`src/rtl/jk_cmd_seq.sv`:
```
// Purpose: command sequencer that drives j/k of a JK flip-flop and checks the returned q/qn against a reference model.
// Latency: j/k appear the cycle after accept and last max(len,1) cycles; done pulses the cycle after the last drive cycle.
// Backpressure: cmd_ready is low for the whole drive window, so at least one idle j=k=0 cycle separates commands.
`timescale 1ns/1ps
module jk_cmd_seq #(
  parameter int CNT_W = 8
) (
  input  logic             clk,
  input  logic             rst_n,
  input  logic             cmd_valid,
  output logic             cmd_ready,
  input  logic [1:0]       cmd_op,
  input  logic [CNT_W-1:0] cmd_len,
  output logic             j,
  output logic             k,
  input  logic             q_in,
  input  logic             qn_in,
  input  logic             clr_err,
  output logic             busy,
  output logic             done,
  output logic             exp_q,
  output logic             synced,
  output logic             err,
  output logic [7:0]       err_cnt
);

  typedef enum logic {IDLE = 1'b0, DRIVE = 1'b1} state_e;

  localparam logic [1:0]       OP_RESET = 2'd1;
  localparam logic [1:0]       OP_SET   = 2'd2;
  localparam logic [1:0]       OP_TOG   = 2'd3;
  localparam logic [CNT_W-1:0] CNT_ONE  = {{(CNT_W-1){1'b0}}, 1'b1};
  localparam logic [7:0]       ERR_MAX  = 8'hFF;

  state_e           state_q, state_d;
  logic [1:0]       op_q, op_d;
  logic [CNT_W-1:0] cnt_q, cnt_d;
  logic             j_q, j_d, k_q, k_d;
  logic             done_q, done_d;
  logic             exp_q_q, exp_q_d;
  logic             synced_q, synced_d;
  logic             err_q, err_d;
  logic [7:0]       err_cnt_q, err_cnt_d;
  logic             mismatch;

  assign cmd_ready = (state_q == IDLE);
  assign busy      = (state_q == DRIVE);
  assign j         = j_q;
  assign k         = k_q;
  assign done      = done_q;
  assign exp_q     = exp_q_q;
  assign synced    = synced_q;
  assign err       = err_q;
  assign err_cnt   = err_cnt_q;

  // Sequencer next state: accept in IDLE, count down in DRIVE, and advance the flip-flop model on every drive edge.
  always_comb begin
    state_d  = state_q;
    op_d     = op_q;
    cnt_d    = cnt_q;
    j_d      = 1'b0;
    k_d      = 1'b0;
    done_d   = 1'b0;
    exp_q_d  = exp_q_q;
    synced_d = synced_q;
    case (state_q)
      IDLE: begin
        if (cmd_valid) begin
          state_d = DRIVE;
          op_d    = cmd_op;
          // A zero length still drives one cycle so every command is visible at the flip-flop.
          cnt_d   = (cmd_len == '0) ? CNT_ONE : cmd_len;
          j_d     = cmd_op[1];
          k_d     = cmd_op[0];
        end
      end
      DRIVE: begin
        cnt_d = cnt_q - CNT_ONE;
        // The flip-flop samples j/k at this same edge, so the model moves in lockstep with it.
        case (op_q)
          OP_RESET: begin exp_q_d = 1'b0;     synced_d = 1'b1; end
          OP_SET:   begin exp_q_d = 1'b1;     synced_d = 1'b1; end
          OP_TOG:   begin exp_q_d = ~exp_q_q;                  end
          default:  begin                                      end
        endcase
        if (cnt_q == CNT_ONE) begin
          state_d = IDLE;
          done_d  = 1'b1;
        end else begin
          j_d = op_q[1];
          k_d = op_q[0];
        end
      end
      default: state_d = IDLE;
    endcase
  end

  // Checker next state: q vs model only once the model is known; q == qn is always illegal.
  always_comb begin
    mismatch  = (synced_q && (q_in != exp_q_q)) || (qn_in == q_in);
    err_d     = err_q;
    err_cnt_d = err_cnt_q;
    if (clr_err) begin
      err_d     = 1'b0;
      err_cnt_d = 8'd0;
    end else if (mismatch) begin
      err_d = 1'b1;
      if (err_cnt_q != ERR_MAX) err_cnt_d = err_cnt_q + 8'd1;
    end
  end

  // State registers; reset aborts any command in flight and forgets the model state.
  always_ff @(posedge clk or negedge rst_n) begin
    if (!rst_n) begin
      state_q   <= IDLE;
      op_q      <= 2'd0;
      cnt_q     <= '0;
      j_q       <= 1'b0;
      k_q       <= 1'b0;
      done_q    <= 1'b0;
      exp_q_q   <= 1'b0;
      synced_q  <= 1'b0;
      err_q     <= 1'b0;
      err_cnt_q <= 8'd0;
    end else begin
      state_q   <= state_d;
      op_q      <= op_d;
      cnt_q     <= cnt_d;
      j_q       <= j_d;
      k_q       <= k_d;
      done_q    <= done_d;
      exp_q_q   <= exp_q_d;
      synced_q  <= synced_d;
      err_q     <= err_d;
      err_cnt_q <= err_cnt_d;
    end
  end

endmodule

```
`config.mk`:
```
export PLATFORM = sky130hd
export DESIGN_NAME = jk_cmd_seq
export DESIGN_NICKNAME = d
export VERILOG_FILES = /design/src/rtl/jk_cmd_seq.sv
export SDC_FILE = /design/constraint.sdc
export NUM_CORES = 1
export LEC_CHECK = 0
export BUFFER_PORTS_ARGS = -buffer_cell sky130_fd_sc_hd__clkbuf_2
export CAP_MARGIN = 30
export CORE_ASPECT_RATIO = 1.75
export CORE_MARGIN = 2
export CORE_UTILIZATION = 45
export DETAILED_ROUTE_END_ITERATION = 8
export PLACE_DENSITY = 0.69
export SLEW_MARGIN = 20
export SYNTH_ARGS = -nofsm -noshare
export SYNTH_HDL_FRONTEND = slang
export SYNTH_SLANG_ARGS = --single-unit
```
`constraint.sdc`:
```
create_clock -name clk -period 3.5 [get_ports clk]
set_clock_uncertainty 0.05 [all_clocks]
set_input_delay 0.175 -clock clk [delete_from_list [all_inputs] [get_ports clk]]
set_output_delay 0.175 -clock clk [all_outputs]
set_load 0.02 [all_outputs]
```
==> impl_metrics.py <==
metrics = {
    "detailed_routing": {
        "avgViaCountPerCell": 5.74,
        "drtPass1Iterations": 4,
        "drt_iter0_drc": 41,
        "routed-via-count": 1193,
        "wl_per_cell_um": 14.8,
        "postRouteAntennaNets": 0,
        "detail_route.wirelength_um": 3080,
        "drc": 0,
    },
    "grt": {
        "grt.overflow.total": 0,
        "antenna_found_initial": 0,
        "grt_first_pass_wirelength_um": 5180,
        "grt_pass1_vias": 1204,
        "grt_max_degree": 26,
        "grt_use_total_pct": 19.5,
    },
    "clock_tree": {
        "ctsLongestPathBuffers": 2,
        "cts_tree": "built",
        "clock-root-buffer": "clkbuf_8",
        "cts_made_buffers": 3,
        "clk-insertion-delay-late_ns": 0.27,
        "clock-sinks": 25,
        "clk_pin_slew_ns": 0.09,
        "htree_levels": 1,
    },
    "timing": {
        "tns_ns": 0,
        "finalMaxSlewViolations": 0,
        "worst-slew-pin-transition_ns": 0.631,
        "slew_headroom_pct": 57.9,
        "hold_viol_final": 0,
        "rsz0062_at_grt": "no",
        "fin_crit_sh_pct": 52.8,
        "max_clock_freq_ghz": 0.541,
        "finalSetupViolations": 0,
        "min_period_ns": 1.85,
    },
    "cells_and_area": {
        "regArea_um2": 626,
        "n_antenna_cell": 0,
        "fin_util_pct": 54.7,
        "final_nets": 203,
        "layout.cells.most_common": "clkbuf_2",
        "multi_input_area_um2": 676,
        "fill_cells": 271,
        "drive_above_1_share_pct": 21.7,
        "layout_common_cells": "31 x clkbuf_2, 25 x dfrtp_1, 20 x nand2_1, 15 x nor2_1, 13 x a21oi_1",
        "syn_to_final_growth_pct": 17.3,
    },
    "worst_setup_path": {
        "worstPathMaxFanout": 18,
        "critPathLaunch": "busy",
        "r2r_start": "err_cnt[0]",
        "crit_type": "flop to output port",
        "startpoint_type": "flop",
        "arrival_ns": 1.62,
        "crit_path_end_kind": "output port",
        "worst_ep_required_time_ns": 3.27,
    },
    "outcome": {
        "status": "completed",
    },
    "logic_synthesis": {
        "synth_edf_count": 0,
        "synthCells": 148,
        "netlist-cell-type-count": 39,
        "synth_top_area_cell": "dfrtp_1",
        "ys_async_sr_fraction_pct": 100,
        "synth.avg_cell_area_um2": 9.12,
        "yosys.area.top_type_share_pct": 46.3,
        "ys_seq_elements": 25,
        "synthesis.nets": 170,
        "synth-main-ff-cell": "dfrtp_1",
        "seq_area_frac_synth_pct": 46.3,
        "synth.area.top_cells": "dfrtp_1 46%, ha_1 5.6%, nand2_1 5.6%",
        "netlist_area_um2": 1350,
        "ys.warnings.count": 0,
    },
    "worst_hold_path": {
        "min_path_type": "input pin to flop",
        "worstHoldStart": "cmd_op[0]",
    },
    "die": {
        "core_um2": 2900,
        "dieArea_um2": 3470,
        "ios": 32,
        "row_count": 26,
        "die_y_um": 76.5,
        "die_x_um": 45.4,
        "initial_core_util_pct": 46.6,
    },
    "pwr": {
        "peakVddDrop_v": 0.000379,
        "leakage_uw": 0.000776,
        "p_per_area_nw_per_um2": 636,
        "p_total_uw": 1010,
    },
    "placed_design": {
        "io_buffers": 31,
        "gp_congestion": 0.882,
        "dp_hpwl_um": 2390,
    },
    "flow_run": {
        "drv_cap": 0,
    },
}
## final timing paths
path                       slack, ns  cells past startpoint    endpoint
setup / recovery                1.65                      2   cmd_ready
setup reg to reg                1.84                      5  err_cnt[6]
hold / removal                  0.09                      3           k
min in group asynchronous       0.41                      2         err
hold reg to reg                 0.45                      2         err
max in group asynchronous       2.58                      2  err_cnt[1]
## area by class of cell
cell class | count | area share [%]
Multi-Input combinational cell | 110 | 42.7
Sequential cell | 25 | 39.5
Timing Repair Buffer | 32 | 10.4
Clock buffer | 3 | 2.61
Tap cell | 28 | 2.21
Inverter | 9 | 2.13
Clock inverter | 1 | 0.474
## what timing repair did
item,CTS,global route
hold endpoints to repair,25,0
buffers inserted,0,0
resized for setup,0,0
hold buffers,1,0
setup endpoints to repair,0,0
## per-layer routing
| metal | part of all wire (%) | wire, µm | vias up | track usage [%] |
|---|---|---|---|---|
| li1 | - | - | 587 | - |
| met1 | 37 | 1140 | 567 | 20.2 |
| met2 | 58 | 1780 | 33 | 37.0 |
| met3 | 3.1 | 96 | 6 | 2.37 |
| met4 | 1.8 | 54 | 0 | 6.18 |
| met5 | 0 | 0 | - | 0 |
## synth_stat cells, types with 2 or more instances
library cell / instances
or4_1: 3
a21oi_1: 13
mux2i_1: 3
nor2b_1: 4
ha_1: 6
clkbuf_1: 4
nand2_1: 20
inv_1: 8
nor3_1: 4
xor2_1: 2
nor2_1: 15
o211a_1: 2
and2_1: 2
dfrtp_1: 25
o21ai_0: 6
nand3_1: 5
xnor2_1: 2
a211oi_1: 3
## power breakdown
group / switching, µW / internal [µW] / total [µW]
clock: 95.1 / 80.7 / 176
combinational: 212 / 157 / 370
sequential: 84.9 / 378 / 463
## through the flow
stage | std cells | cell area, µm² | hold slack (ns) | setup slack (ns)
floorplan | 148 | 1350 | -0.171 | 1.83
global placement | 203 | 1530 | 0.174 | 1.93
detailed placement | 203 | 1530 | 0.181 | 1.84
CTS | 208 | 1580 | 0.0716 | 1.67
global route | 208 | 1580 | 0.0888 | 1.56
finish | 208 | 1580 | 0.0857 | 1.65
## kinds of logic (layout without fill, tap and decap cells)
kind of cell | after synthesis | after routing | synth area share, %
muxes | 4 | 4 | 3.06
and+or+nand+nor | 62 | 62 | 22.8
xor gates and xnor gates | 4 | 4 | 2.60
DFF | 25 | 25 | 46.3
buffers and inverters | 13 | 45 | 3.61
AOI/OAI and AO/OA | 34 | 34 | 16.0
adders and majority gates | 6 | 6 | 5.56
## worst max-delay path, stage by stage, from the launching register on
cell and delay [ns]:
dfrtp_1 0.72, clkinv_1 0.39, clkbuf_2 0.25
## sequential cells by signal, indices dropped and copies added (netlist names)
name,cells
cnt_q,8
err_cnt,8
op_q,2
busy,1
done,1
err,1
exp_q,1
j,1
k,1
synced,1
Power figures use the tool's default switching activity.
